==> src/rtl/sid_pkg.sv <==
// Shared definitions for the SID register controller: register map addresses, voice bank
// geometry and the default bus-latch decay length.
package sid_pkg;

  // Per-voice register offsets, relative to the voice base address.
  localparam logic [4:0] SID_FREQ_LO  = 5'h00;
  localparam logic [4:0] SID_FREQ_HI  = 5'h01;
  localparam logic [4:0] SID_PW_LO    = 5'h02;
  localparam logic [4:0] SID_PW_HI    = 5'h03;
  localparam logic [4:0] SID_CTRL     = 5'h04;
  localparam logic [4:0] SID_AD       = 5'h05;
  localparam logic [4:0] SID_SR       = 5'h06;

  // Global registers.
  localparam logic [4:0] SID_FC_LO    = 5'h15;
  localparam logic [4:0] SID_FC_HI    = 5'h16;
  localparam logic [4:0] SID_RES_FILT = 5'h17;
  localparam logic [4:0] SID_MODE_VOL = 5'h18;
  localparam logic [4:0] SID_POTX     = 5'h19;
  localparam logic [4:0] SID_POTY     = 5'h1A;
  localparam logic [4:0] SID_OSC3     = 5'h1B;
  localparam logic [4:0] SID_ENV3     = 5'h1C;

  localparam int unsigned VOICE_STRIDE = 7;
  localparam int unsigned NUM_VOICES   = 3;

  localparam logic [23:0] DECAY_CYCLES_DEF = 24'd2000;

endpackage

==> src/rtl/sid_reg_ctrl_if.sv <==
// CPU bus port of the SID register controller.
//   bus_en : 1 MHz phi2 strobe      cs   : chip select
//   we     : 1=write, 0=read        addr : register address
//   din    : write data             dout : registered read data
interface sid_reg_ctrl_if;
  logic       bus_en;
  logic       cs;
  logic       we;
  logic [4:0] addr;
  logic [7:0] din;
  logic [7:0] dout;

  modport master (output bus_en, output cs, output we, output addr, output din, input dout);
  modport slave  (input bus_en, input cs, input we, input addr, input din, output dout);
endinterface

==> src/rtl/sid_voice_regs.sv <==
// Seven-byte register bank for one SID voice plus gate edge strobes.
//   clk, reset           : clock, synchronous active-high reset
//   wr_i, addr_i, din_i  : qualified write access (bus_en & cs & we), address, data
//   fcw_o, pw_o, ctrl_o, ad_o, sr_o : raw register contents
//   gate_on_o/gate_off_o : one-cycle strobes, coincident with the ctrl update that flips gate
module sid_voice_regs
  import sid_pkg::*;
#(
  parameter logic [4:0] BASE = 5'h00
) (
  input  logic        clk,
  input  logic        reset,
  input  logic        wr_i,
  input  logic [4:0]  addr_i,
  input  logic [7:0]  din_i,
  output logic [15:0] fcw_o,
  output logic [11:0] pw_o,
  output logic [7:0]  ctrl_o,
  output logic [7:0]  ad_o,
  output logic [7:0]  sr_o,
  output logic        gate_on_o,
  output logic        gate_off_o
);

  logic [15:0] fcw_q, fcw_d;
  logic [11:0] pw_q, pw_d;
  logic [7:0]  ctrl_q, ctrl_d, ad_q, ad_d, sr_q, sr_d;
  logic        gate_on_q, gate_on_d, gate_off_q, gate_off_d;
  logic        hit;
  logic [4:0]  off;

  assign hit = (addr_i >= BASE) && (addr_i < BASE + 5'(VOICE_STRIDE));
  assign off = addr_i - BASE;

  always_comb begin
    fcw_d      = fcw_q;
    pw_d       = pw_q;
    ctrl_d     = ctrl_q;
    ad_d       = ad_q;
    sr_d       = sr_q;
    gate_on_d  = 1'b0;
    gate_off_d = 1'b0;
    if (wr_i && hit) begin
      case (off)
        SID_FREQ_LO: fcw_d[7:0]  = din_i;
        SID_FREQ_HI: fcw_d[15:8] = din_i;
        SID_PW_LO:   pw_d[7:0]   = din_i;
        SID_PW_HI:   pw_d[11:8]  = din_i[3:0];
        SID_CTRL: begin
          ctrl_d     = din_i;
          gate_on_d  = din_i[0] & ~ctrl_q[0];
          gate_off_d = ~din_i[0] & ctrl_q[0];
        end
        SID_AD:      ad_d        = din_i;
        SID_SR:      sr_d        = din_i;
        default: ;
      endcase
    end
  end

  always_ff @(posedge clk) begin
    if (reset) begin
      fcw_q      <= '0;
      pw_q       <= '0;
      ctrl_q     <= '0;
      ad_q       <= '0;
      sr_q       <= '0;
      gate_on_q  <= 1'b0;
      gate_off_q <= 1'b0;
    end else begin
      fcw_q      <= fcw_d;
      pw_q       <= pw_d;
      ctrl_q     <= ctrl_d;
      ad_q       <= ad_d;
      sr_q       <= sr_d;
      gate_on_q  <= gate_on_d;
      gate_off_q <= gate_off_d;
    end
  end

  assign fcw_o      = fcw_q;
  assign pw_o       = pw_q;
  assign ctrl_o     = ctrl_q;
  assign ad_o       = ad_q;
  assign sr_o       = sr_q;
  assign gate_on_o  = gate_on_q;
  assign gate_off_o = gate_off_q;

endmodule

==> src/rtl/sid_reg_ctrl.sv <==
// SID CPU-side register controller: decodes bus accesses, holds voice/filter registers,
// and provides the read path (POT/OSC3/ENV3, else a decaying copy of the last written byte).
//   clk, reset         : clock, synchronous active-high reset
//   bus                : CPU bus (bus_en, cs, we, addr, din in; dout out)
//   osc3, env3         : voice 3 oscillator/envelope readback
//   potx, poty         : paddle values
//   fcw*/pw*/ctrl*/ad*/sr* : per-voice registers; gate_on/gate_off : gate edge strobes
//   fc, res_filt, mode_vol : filter and volume registers
module sid_reg_ctrl
  import sid_pkg::*;
#(
  parameter logic [23:0] DECAY_CYCLES = DECAY_CYCLES_DEF
) (
  input  logic         clk,
  input  logic         reset,
  sid_reg_ctrl_if.slave bus,
  input  logic [7:0]   osc3,
  input  logic [7:0]   env3,
  input  logic [7:0]   potx,
  input  logic [7:0]   poty,
  output logic [15:0]  fcw0,
  output logic [15:0]  fcw1,
  output logic [15:0]  fcw2,
  output logic [11:0]  pw0,
  output logic [11:0]  pw1,
  output logic [11:0]  pw2,
  output logic [7:0]   ctrl0,
  output logic [7:0]   ctrl1,
  output logic [7:0]   ctrl2,
  output logic [7:0]   ad0,
  output logic [7:0]   ad1,
  output logic [7:0]   ad2,
  output logic [7:0]   sr0,
  output logic [7:0]   sr1,
  output logic [7:0]   sr2,
  output logic [2:0]   gate_on,
  output logic [2:0]   gate_off,
  output logic [10:0]  fc,
  output logic [7:0]   res_filt,
  output logic [7:0]   mode_vol
);

  logic        wr, rd;
  logic [10:0] fc_q, fc_d;
  logic [7:0]  res_filt_q, res_filt_d, mode_vol_q, mode_vol_d;
  logic [7:0]  latch_q, latch_d, dout_q, dout_d;
  logic [23:0] cnt_q, cnt_d;

  logic [15:0] fcw_v  [NUM_VOICES];
  logic [11:0] pw_v   [NUM_VOICES];
  logic [7:0]  ctrl_v [NUM_VOICES];
  logic [7:0]  ad_v   [NUM_VOICES];
  logic [7:0]  sr_v   [NUM_VOICES];

  assign wr = bus.bus_en & bus.cs & bus.we;
  assign rd = bus.bus_en & bus.cs & ~bus.we;

  for (genvar v = 0; v < NUM_VOICES; v++) begin : g_voice
    sid_voice_regs #(
      .BASE(5'(v * VOICE_STRIDE))
    ) u_voice (
      .clk       (clk),
      .reset     (reset),
      .wr_i      (wr),
      .addr_i    (bus.addr),
      .din_i     (bus.din),
      .fcw_o     (fcw_v[v]),
      .pw_o      (pw_v[v]),
      .ctrl_o    (ctrl_v[v]),
      .ad_o      (ad_v[v]),
      .sr_o      (sr_v[v]),
      .gate_on_o (gate_on[v]),
      .gate_off_o(gate_off[v])
    );
  end

  always_comb begin
    fc_d       = fc_q;
    res_filt_d = res_filt_q;
    mode_vol_d = mode_vol_q;
    latch_d    = latch_q;
    cnt_d      = cnt_q;
    dout_d     = dout_q;

    if (wr) begin
      case (bus.addr)
        SID_FC_LO:    fc_d[2:0]  = bus.din[2:0];
        SID_FC_HI:    fc_d[10:3] = bus.din;
        SID_RES_FILT: res_filt_d = bus.din;
        SID_MODE_VOL: mode_vol_d = bus.din;
        default: ;
      endcase
    end

    // A write always wins over decay, even when the counter has saturated.
    if (wr) begin
      latch_d = bus.din;
      cnt_d   = '0;
    end else if (bus.bus_en && (cnt_q != DECAY_CYCLES)) begin
      cnt_d = cnt_q + 24'd1;
      if (cnt_d == DECAY_CYCLES) latch_d = '0;
    end

    if (rd) begin
      case (bus.addr)
        SID_POTX: dout_d = potx;
        SID_POTY: dout_d = poty;
        SID_OSC3: dout_d = osc3;
        SID_ENV3: dout_d = env3;
        default:  dout_d = latch_q;
      endcase
    end
  end

  always_ff @(posedge clk) begin
    if (reset) begin
      fc_q       <= '0;
      res_filt_q <= '0;
      mode_vol_q <= '0;
      latch_q    <= '0;
      cnt_q      <= '0;
      dout_q     <= '0;
    end else begin
      fc_q       <= fc_d;
      res_filt_q <= res_filt_d;
      mode_vol_q <= mode_vol_d;
      latch_q    <= latch_d;
      cnt_q      <= cnt_d;
      dout_q     <= dout_d;
    end
  end

  assign bus.dout = dout_q;
  assign fc       = fc_q;
  assign res_filt = res_filt_q;
  assign mode_vol = mode_vol_q;

  assign fcw0 = fcw_v[0];
  assign fcw1 = fcw_v[1];
  assign fcw2 = fcw_v[2];
  assign pw0  = pw_v[0];
  assign pw1  = pw_v[1];
  assign pw2  = pw_v[2];
  assign ctrl0 = ctrl_v[0];
  assign ctrl1 = ctrl_v[1];
  assign ctrl2 = ctrl_v[2];
  assign ad0  = ad_v[0];
  assign ad1  = ad_v[1];
  assign ad2  = ad_v[2];
  assign sr0  = sr_v[0];
  assign sr1  = sr_v[1];
  assign sr2  = sr_v[2];

endmodule
==> src/flat_wrapper.sv <==
// flat-port wrapper written by rule: the top's interface ports become plain ports
module sid_reg_ctrl_flat import sid_pkg::*;
#(
  parameter logic [23:0] DECAY_CYCLES = DECAY_CYCLES_DEF
)
  (clk, reset, osc3, env3, potx, poty, fcw0, fcw1, fcw2, pw0, pw1, pw2, ctrl0, ctrl1, ctrl2, ad0, ad1, ad2, sr0, sr1, sr2, gate_on, gate_off, fc, res_filt, mode_vol, bus_bus_en, bus_cs, bus_we, bus_addr, bus_din, bus_dout);
  sid_reg_ctrl_if bus_i ();
  input  logic clk;
  input  logic reset;
  input  logic [7:0] osc3;
  input  logic [7:0] env3;
  input  logic [7:0] potx;
  input  logic [7:0] poty;
  output logic [15:0] fcw0;
  output logic [15:0] fcw1;
  output logic [15:0] fcw2;
  output logic [11:0] pw0;
  output logic [11:0] pw1;
  output logic [11:0] pw2;
  output logic [7:0] ctrl0;
  output logic [7:0] ctrl1;
  output logic [7:0] ctrl2;
  output logic [7:0] ad0;
  output logic [7:0] ad1;
  output logic [7:0] ad2;
  output logic [7:0] sr0;
  output logic [7:0] sr1;
  output logic [7:0] sr2;
  output logic [2:0] gate_on;
  output logic [2:0] gate_off;
  output logic [10:0] fc;
  output logic [7:0] res_filt;
  output logic [7:0] mode_vol;
  input wire logic [$bits(bus_i.bus_en)-1:0] bus_bus_en;
  input wire logic [$bits(bus_i.cs)-1:0] bus_cs;
  input wire logic [$bits(bus_i.we)-1:0] bus_we;
  input wire logic [$bits(bus_i.addr)-1:0] bus_addr;
  input wire logic [$bits(bus_i.din)-1:0] bus_din;
  output wire logic [$bits(bus_i.dout)-1:0] bus_dout;
  assign bus_i.bus_en = bus_bus_en;
  assign bus_i.cs = bus_cs;
  assign bus_i.we = bus_we;
  assign bus_i.addr = bus_addr;
  assign bus_i.din = bus_din;
  assign bus_dout = bus_i.dout;
  sid_reg_ctrl #(.DECAY_CYCLES(DECAY_CYCLES)) u_core (.clk(clk), .reset(reset), .bus(bus_i), .osc3(osc3), .env3(env3), .potx(potx), .poty(poty), .fcw0(fcw0), .fcw1(fcw1), .fcw2(fcw2), .pw0(pw0), .pw1(pw1), .pw2(pw2), .ctrl0(ctrl0), .ctrl1(ctrl1), .ctrl2(ctrl2), .ad0(ad0), .ad1(ad1), .ad2(ad2), .sr0(sr0), .sr1(sr1), .sr2(sr2), .gate_on(gate_on), .gate_off(gate_off), .fc(fc), .res_filt(res_filt), .mode_vol(mode_vol));
endmodule
==> config.mk <==
export PLATFORM = sky130hd
export DESIGN_NAME = sid_reg_ctrl_flat
export DESIGN_NICKNAME = d
export VERILOG_FILES = /design/src/rtl/sid_pkg.sv /design/src/rtl/sid_reg_ctrl_if.sv /design/src/rtl/sid_voice_regs.sv /design/src/rtl/sid_reg_ctrl.sv /design/src/flat_wrapper.sv
export SDC_FILE = /design/constraint.sdc
export NUM_CORES = 1
export LEC_CHECK = 0
export BUFFER_PORTS_ARGS = -buffer_cell sky130_fd_sc_hd__buf_2
export CAP_MARGIN = 20
export CORE_MARGIN = 3
export CORE_UTILIZATION = 30
export CTS_CLUSTER_SIZE = 10
export DETAILED_ROUTE_END_ITERATION = 8
export GPL_TIMING_DRIVEN = 0
export PLACE_DENSITY = 0.48
export SYNTH_ARGS = -nofsm -noshare
export SYNTH_HDL_FRONTEND = slang
export SYNTH_SLANG_ARGS = --single-unit
==> constraint.sdc <==
create_clock -name clk -period 7.05 [get_ports clk]
set_input_delay 0.705 -clock clk [delete_from_list [all_inputs] [get_ports clk]]
set_output_delay 0.705 -clock clk [all_outputs]
set_load 0.01 [all_outputs]
Word level (Yosys, flattened, before mapping)
Cells that the tools add are included.
- logic and storage cells: 137
- input port bits: 50
- output and inout bits: 197
- bits in registers: 229
- magnitude comparators: 6
- mux-type cells: 4
- equal/unequal tests: 28
- $add $sub $neg: 3
- bitwise operators: 20
- reduce and logical (&&, ||, !) cells: 42
- operators by type and width (kind ; count):
    $reduce_and A2 Y1 ; 26
    $eq A5 B3 Y1 const B ; 9
    $eq A5 B5 Y1 const B ; 8
    $pmux W8 S4 ; 1
    $eq A5 B2 Y1 const B ; 6
    $add A24 B1 Y24 const B ; 1
    $eq A24 B11 Y1 const B ; 1
    $mux W8 ; 3
    $ne A24 B11 Y1 const B ; 1
    $eq A5 B1 Y1 const B ; 3
    $logic_not A5 Y1 ; 3
    $not A1 Y1 ; 11
    $and A1 B1 Y1 ; 9
    $reduce_or A3 Y1 ; 3
    $logic_and A1 B1 Y1 ; 7
    $ge A5 B1 Y1 const B ; 1
    $ge A5 B3 Y1 const B ; 1
    $ge A5 B4 Y1 const B ; 1
    $lt A5 B3 Y1 const B ; 1
    $lt A5 B4 Y1 const B ; 1
    $lt A5 B5 Y1 const B ; 1
    $sub A5 B3 Y5 const B ; 1
    $sub A5 B4 Y5 const B ; 1
    $reduce_bool A2 Y1 ; 2
    $reduce_or A2 Y1 ; 1

Depth between registers and ports, before layout
Gate-level depths: netlist of run 1.
- depth in word-level cells: 5
- gate-level depth with buffers: 11
- mapped depth without buffers: 8

Cells and area by module
From an unflattened synthesis of run 1, not the netlist that was laid out.
- cell total of the unflattened synthesis: 1014
- area, all modules: 10032.1 um^2
- by module, submodules not included (module ; cells an instance ; area each (um^2) ; seq. area each (um^2) ; times used):
    sid_reg_ctrl ; 433 ; 3494.6 ; 1341.3 ; 1
    sid_voice_regs (u_core.g_voice[2].u_voice) ; 203 ; 2219.6 ; 1081.0 ; 1
    sid_voice_regs (u_core.g_voice[1].u_voice) ; 191 ; 2184.6 ; 1081.0 ; 1
    sid_voice_regs (u_core.g_voice[0].u_voice) ; 187 ; 2133.3 ; 1081.0 ; 1

Worst setup path before layout of run 1
No wires, ideal clock.
- path kind: input port to flip-flop
- start point: input port bus_addr[1]
- end point: register u_core.g_voice[2].u_voice.pw_q[0]
- stages on the path: 10
- arrival time: 2.681 ns
- setup time: 0.128 ns
- slack: 4.242 ns
- data required time: 6.922 ns
- path buffers: 2
- cell sequence: clkbuf_1 > inv_1 > clkbuf_1 > ha_1 > nand2_1 > a21oi_1 > nor3b_1 > nand3_1 > mux2i_1 > nor2_1
- cells in the longest elaborated chain, start to end: 4
- elaborated cells on any way between the ends: 7
- those cells by class: 1 x add/sub; 2 x order compare; 1 x eq/ne; 3 x reduce/logical
- RTL lines (item ; line ; RTL):
    start: declaration ; flat_wrapper.sv:37 ; input wire logic [$bits(bus_i.addr)-1:0] bus_addr;
    branches (longest 3 deep; another with $sub A5 B4 Y5) ; -- ;
    $reduce_and A2 Y1 (no source line) * ; -- ;
    end signal: assignment ; sid_voice_regs.sv:72 ; pw_q <= pw_d;
    end: declaration ; sid_voice_regs.sv:26 ; logic [11:0] pw_q, pw_d;
Every way passes the cells marked *.
A chain may end at the register's enable or synchronous reset.

Worst setup path in the final report of run 1
- start point: input port bus_addr[1]
- end point: register u_core.g_voice[2].u_voice.pw_q[2]
The elaborated chain is that of the path after synthesis.

==> results.toml, run 1 <==
[final_layout]
mostFrequentLayoutCell = "buf_2"
area_delta_synth_final_pct = 26.52
drive_gt1_frac = 0.2325
fillers = 3240
nets = 1386
final_cell_mix = "buf_2, dfxtp_1, nor2_1, mux2i_1, nand2_1"
stdcell_area_um2 = 12030

[worst_setup_path]
path_buf_inv = 4
critPathLaunchType = "input port"
worstSetupEndpointType = "register"
slowest_stage = "nand3_1"
crit_path_max_fanout = 10
crit_top_cell = "clkbuf_1"
critical_path_class = "in -> reg"
startpoint = "bus_addr[1]"
path_cells = "buf_2 > clkbuf_1 > inv_1 > clkbuf_1 > ha_1 > nand2_1 > a21oi_1 > nor3b_1 > nand3_1 > mux2i_1 > nor2_1"
worst_path_largest_cell_delay_ns = 0.59
crit_family = "simple AND/OR/NAND/NOR gates"
arrival_ns = 3.52
reg2reg_from = "u_core.cnt_q[0]"
cp.required_ns = 7.46

[timing]
max_freq_mhz = 320.9
rsz0062_at_grt = "false"
relSlewSlack = 0.3597
min_period_over_period = 0.4420
clock_skew_ns = 0.005318
finalSetupViolations = 0
tightest_slew_ns = 0.9605
drv_slew = 0
finalSetupTns_ns = 0
final.min_clock_period_ns = 3.116
hold_violations = 0

[die]
initial_core_util = 0.3077
die_area_um2 = 33870
ioPinCount = 247
core_area_um2 = 30910
rows = 64
die_y_um = 184.1
die_w_um = 184.1

[synth]
syn_area_um2 = 9510
postSynthAreaPerCell_um2 = 8.964
ys.warnings.count = 0
synth_edf_count = 0
synth.ff_latch_count = 229
async_reset_ff_frac = 0
synthesis.nets = 1116
synth_flop_cell = "dfxtp_1"
synth_cells = 1061
synth.distinct_cells = 61
ys_seq_area_frac = 0.4820

[clock_tree]
clkLatencyLatePin_ns = 0.53
cts-htree-levels = 1
cts_resized = 0
postCtsSetupBuffers = 0
cts_buffers = 28
cts_tree = "yes"
cts.sinks = 229
cts_hold_buf = 0
cts_root_buffer = "clkbuf_16"
cts.clk_slew.worst_paths_ns = 0.05
clk_path_buf_depth = 3

[detailed_routing]
vias_per_cell = 4.822
num_vias = 8386
wl_per_cell_um = 19.31
route.detailed.drc = 0
wirelength_mm = 33.58
postRouteAntennaNets = 0
drtPass1Iterations = 6
drt_iter0_markers = 471

[pwr]
power_density_nw_per_um2 = 230.7
vdd_drop_max_uv = 132.8
p_leak_nw = 5.425

[min_path]
min-delay-start = "u_core.mode_vol[2]"
min_path_type = "reg -> reg"

[global_routing]
grt_overflow = 0
grt_pass1_vias = 8251
antenna_found_initial = 1
track_usage = 0.1941
grt_pass1_wl_mm = 51.05
grt_max_degree = 14

[job]
drv_cap = 0

[placement]
routabilityCongestion = 0.8440
postPlaceCellArea_um2 = 11210
port_buffers = 240
dp.final_hpwl_mm = 24.47

[run_status]
status = "complete, no violations"
-- logic make-up (layout without fill, tap and decap cells) --
family,Yosys count,after routing,synth area share
muxes,141,141,0.1484
other,0,1,0
AOI/OAI and AO/OA,134,134,0.08631
buffers and inverters,94,375,0.04105
DFF,229,229,0.4820
adders and majority gates,5,5,0.006578
xor gates and xnor gates,22,22,0.02026
and+or+nand+nor,436,436,0.2154
-- cell type report --
class                           instances  area [µm²]  share of cell area
Multi-Input combinational cell        738        4536              0.3769
Antenna cell                            1       2.502           0.0002080
Buffer                                 86       360.3             0.02995
Timing Repair Buffer                  240        1201             0.09982
Clock buffer                           39       813.3             0.06759
Inverter                                8       30.03            0.002496
Sequential cell                       229        4584              0.3810
Clock inverter                          2       10.01           0.0008319
Tap cell                              396       495.5             0.04118
-- per-stage QoR --
stage               power [W]  utilization  cells  hold slack [ns]  setup slack, ns
global route         0.002884       0.3893   1739           0.4662            3.651
CTS                  0.002815       0.3892   1738           0.4478            4.004
global placement     0.001484       0.3626   1697           0.4379            3.451
finish               0.002776       0.3893   1739           0.4492            3.934
detailed placement   0.001484       0.3626   1697           0.4436            3.435
floorplan            0.001413            -   1061           0.4761            4.242
-- layer usage --
layer	global-route usage	vias to the layer above	wire length [µm]
met3	0.06609	44	2936
met5	0	-	0
met4	0.06018	0	848
met2	0.3040	271	14670
li1	-	4181	-
met1	0.2533	3890	15130
-- power by group --
group | internal (W) | switching (W)
clock | 0.000785 | 0.000536
sequential | 0.00130 | 0.00000401
combinational | 0.0000387 | 0.000110
-- registers in the layout, indices dropped and copies added (netlist names), 11 cells and up --
signal                         count
u_core.cnt_q                      24
u_core.g_voice.u_voice.ad_o       24
u_core.g_voice.u_voice.fcw_o      48
u_core.g_voice.u_voice.ctrl_o     24
u_core.fc                         11
u_core.g_voice.u_voice.pw_o       36
u_core.g_voice.u_voice.sr_o       24
-- worst paths after layout --
check / cells after the start / slack (ns) / to
max: 11 / 3.93 / u_core.g_voice[2].u_voice.pw_o[2]
min: 2 / 0.45 / u_core.mode_vol[2]
max reg2reg: 7 / 4.20 / u_core.latch_q[5]
min reg2reg: 2 / 0.45 / u_core.mode_vol[2]
-- synthesized netlist by cell type, drive strengths merged, types with 2 or more instances --
library cell | instances | area, µm²
a211oi | 9 | 67.56
a21oi | 71 | 355.3
a22oi | 8 | 60.06
a31oi | 2 | 12.51
and3 | 9 | 56.30
and3b | 2 | 17.52
and4 | 2 | 17.52
and4b | 2 | 21.27
buf | 23 | 122.6
clkbuf | 63 | 237.7
dfxtp | 229 | 4584
ha | 5 | 62.56
inv | 7 | 26.28
mux2i | 141 | 1411
nand2 | 108 | 405.4
nand2b | 2 | 12.51
nand3 | 68 | 350.3
nand3b | 2 | 15.01
nand4 | 13 | 87.58
nor2 | 180 | 678.2
nor2b | 2 | 12.51
nor3 | 11 | 76.33
nor3b | 5 | 37.54
nor4 | 4 | 70.07
o2111ai | 2 | 17.52
o21ai | 18 | 90.09
o21bai | 8 | 60.06
o221ai | 8 | 70.07
or2 | 4 | 25.02
or3 | 11 | 71.31
or3b | 2 | 17.52
or4 | 4 | 33.78
xnor2 | 9 | 78.83
xor2 | 13 | 113.9
-- worst reg2reg max path: stages (launching register included) --
cell and delay, ns:
dfxtp_1 0.36, ha_1 0.27, nand3_2 0.24, or4_4 0.57, mux2i_1 0.24, nand4_1 0.20
a2111oi_4 0.60, o221ai_1 0.23
(Power assumes the default switching activity.)
==> run 2: changes to the inputs <==
--- a/config.mk
+++ b/config.mk
@@ -12,7 +12,7 @@
 export CTS_CLUSTER_SIZE = 10
 export DETAILED_ROUTE_END_ITERATION = 8
 export GPL_TIMING_DRIVEN = 0
-export PLACE_DENSITY = 0.48
+export PLACE_DENSITY = 0.5
 export SYNTH_ARGS = -nofsm -noshare
 export SYNTH_HDL_FRONTEND = slang
 export SYNTH_SLANG_ARGS = --single-unit
==> constraint.sdc (replaced) <==
create_clock -name clk -period 2.55 [get_ports clk]
set_input_delay 0.255 -clock clk [delete_from_list [all_inputs] [get_ports clk]]
set_output_delay 0.255 -clock clk [all_outputs]
set_load 0.01 [all_outputs]
==> run 2 against run 1 <==
Against the previous run: global-route usage shrank 0.26 points; sequential cell count is the same; sequential power grew to 2.8 times the previous value; via count grew 1.4%; sequential share of layout area shrank 0.30 points.
==> results.toml, run 2 (same netlist as run 1, synthesis figures left out) <==
[detailed_routing]
wl_per_cell_um = 19.32
drtPass1Iterations = 6
drt_iter0_markers = 465
route.detailed.drc = 0
vias_per_cell = 4.874
postRouteAntennaNets = 0
num_vias = 8501
wirelength_mm = 33.69

[timing]
max_freq_mhz = 401.6
final.min_clock_period_ns = 2.490
hold_violations = 0
tightest_slew_ns = 0.9475
drv_slew = 0
clock_skew_ns = 0.007799
finalSetupViolations = 0
min_period_over_period = 0.9764
relSlewSlack = 0.3660
rsz0062_at_grt = "true"
whs_ns = 0.02854

[run_status]
status = "complete, no violations"

[die]
initial_core_util = 0.3077
core_area_um2 = 30910
die_area_um2 = 33870
die_w_um = 184.1
ioPinCount = 247
rows = 64
die_y_um = 184.1

[global_routing]
grt_overflow = 0
antenna_found_initial = 2
grt_pass1_wl_mm = 50.36
track_usage = 0.1915
grt_pass1_vias = 8276
grt_max_degree = 15

[pwr]
p_leak_nw = 5.465
power_density_nw_per_um2 = 632.2
vdd_drop_max_uv = 459.3

[final_layout]
antenna_cells = 0
stdcell_area_um2 = 12130
drive_gt1_frac = 0.2411
fillers = 3213
multiInputGateArea_um2 = 4569
mostFrequentLayoutCell = "buf_2"
largest_reg_flops = 48
final_cell_mix = "buf_2, dfxtp_1, nor2_1, mux2i_1, nand2_1"
post-route-util = 0.3924
area_delta_synth_final_pct = 27.52
seqCellArea_um2 = 4584
nets = 1393

[clock_tree]
cts-htree-levels = 1
cts.clk_slew.worst_paths_ns = 0.06
cts.sinks = 229
clk_path_buf_depth = 3
cts_tree = "yes"
cts_buffers = 28
clkLatencyLatePin_ns = 0.54
cts_root_buffer = "clkbuf_16"

[worst_setup_path]
worst_path_largest_cell_delay_ns = 0.52
slowest_stage = "dfxtp_1"
critPathLaunchType = "register"
crit_path_max_fanout = 8
path_cells = "nand4_2 > or4_4 > mux2i_2 > nand4_1 > a2111oi_4 > buf_4 > o221ai_1"
critical_path_class = "reg -> reg"
cp.required_ns = 2.95
arrival_ns = 2.89
worstSetupEndpointType = "register"

[placement]
dp.final_hpwl_mm = 24.49
routabilityCongestion = 0.9011
postPlaceCellArea_um2 = 11210
port_buffers = 240

[min_path]
min_path_type = "in -> reg"

[job]
drv_cap = 0
-- run 2: where the power goes --
| part | switching [W] | internal [W] | total, W |
|---|---|---|---|
| registers | 0.0000125 | 0.00360 | 0.00361 |
| clock network | 0.00150 | 0.00214 | 0.00364 |
| logic | 0.000305 | 0.000111 | 0.000416 |
-- run 2: routing by layer --
metal  routed length [µm]  track usage  vias up
met3                 3025      0.06806       47
met4                  759      0.04536        4
li1                     -            -     4198
met5                   28            0        -
met1                14580       0.2420     3988
met2                15300       0.3140      264
-- run 2: worst paths after layout --
kind / slack [ns] / from / cells after the start / endpoint
min reg2reg: 0.45 / u_core.g_voice[1].u_voice.sr_o[1] / 2 / u_core.g_voice[1].u_voice.sr_o[1]
max: 0.06 / u_core.cnt_q[10] / 7 / u_core.latch_q[2]
min: 0.03 / bus_din[7] / 3 / u_core.g_voice[0].u_voice.fcw_o[15]
max reg2reg: 0.06 / u_core.cnt_q[10] / 7 / u_core.latch_q[2]
-- run 2: stage by stage --
| stage | worst slack [ns] | setup TNS (ns) | cells | total power, W |
|---|---|---|---|---|
| CTS | -0.03612 | -0.1912 | 1743 | 0.007772 |
| global route | -0.03152 | -0.1431 | 1744 | 0.007938 |
| detailed placement | -0.6108 | -30.43 | 1697 | 0.004103 |
| global placement | -0.6092 | -30.42 | 1697 | 0.004104 |
| finish | 0.06007 | 0 | 1744 | 0.007667 |
| floorplan | 0.1915 | 0 | 1061 | 0.003906 |
-- run 2: cell type report --
cell class | count | area share
Clock inverter | 3 | 0.002167
Buffer | 85 | 0.02982
Clock buffer | 37 | 0.06551
Multi-Input combinational cell | 738 | 0.3768
Timing Repair Buffer | 248 | 0.1044
Sequential cell | 229 | 0.3780
Tap cell | 396 | 0.04085
Inverter | 8 | 0.002476
-- run 2: what timing repair did --
item | CTS | global route
resized for setup | 3 | 9
setup buffers | 4 | 2
hold endpoints to repair | 2 | 0
setup endpoints to repair | 16 | 50
hold buffers | 2 | 0
pin swaps | 2 | 1
-- run 2: critical path, delay by kind of cell (launching register included) --
family	cells	cell delay (ns)
compound gates	2	0.35
simple gates	3	1.00
flops	1	0.52
mux	1	0.26
buf+inv	1	0.21
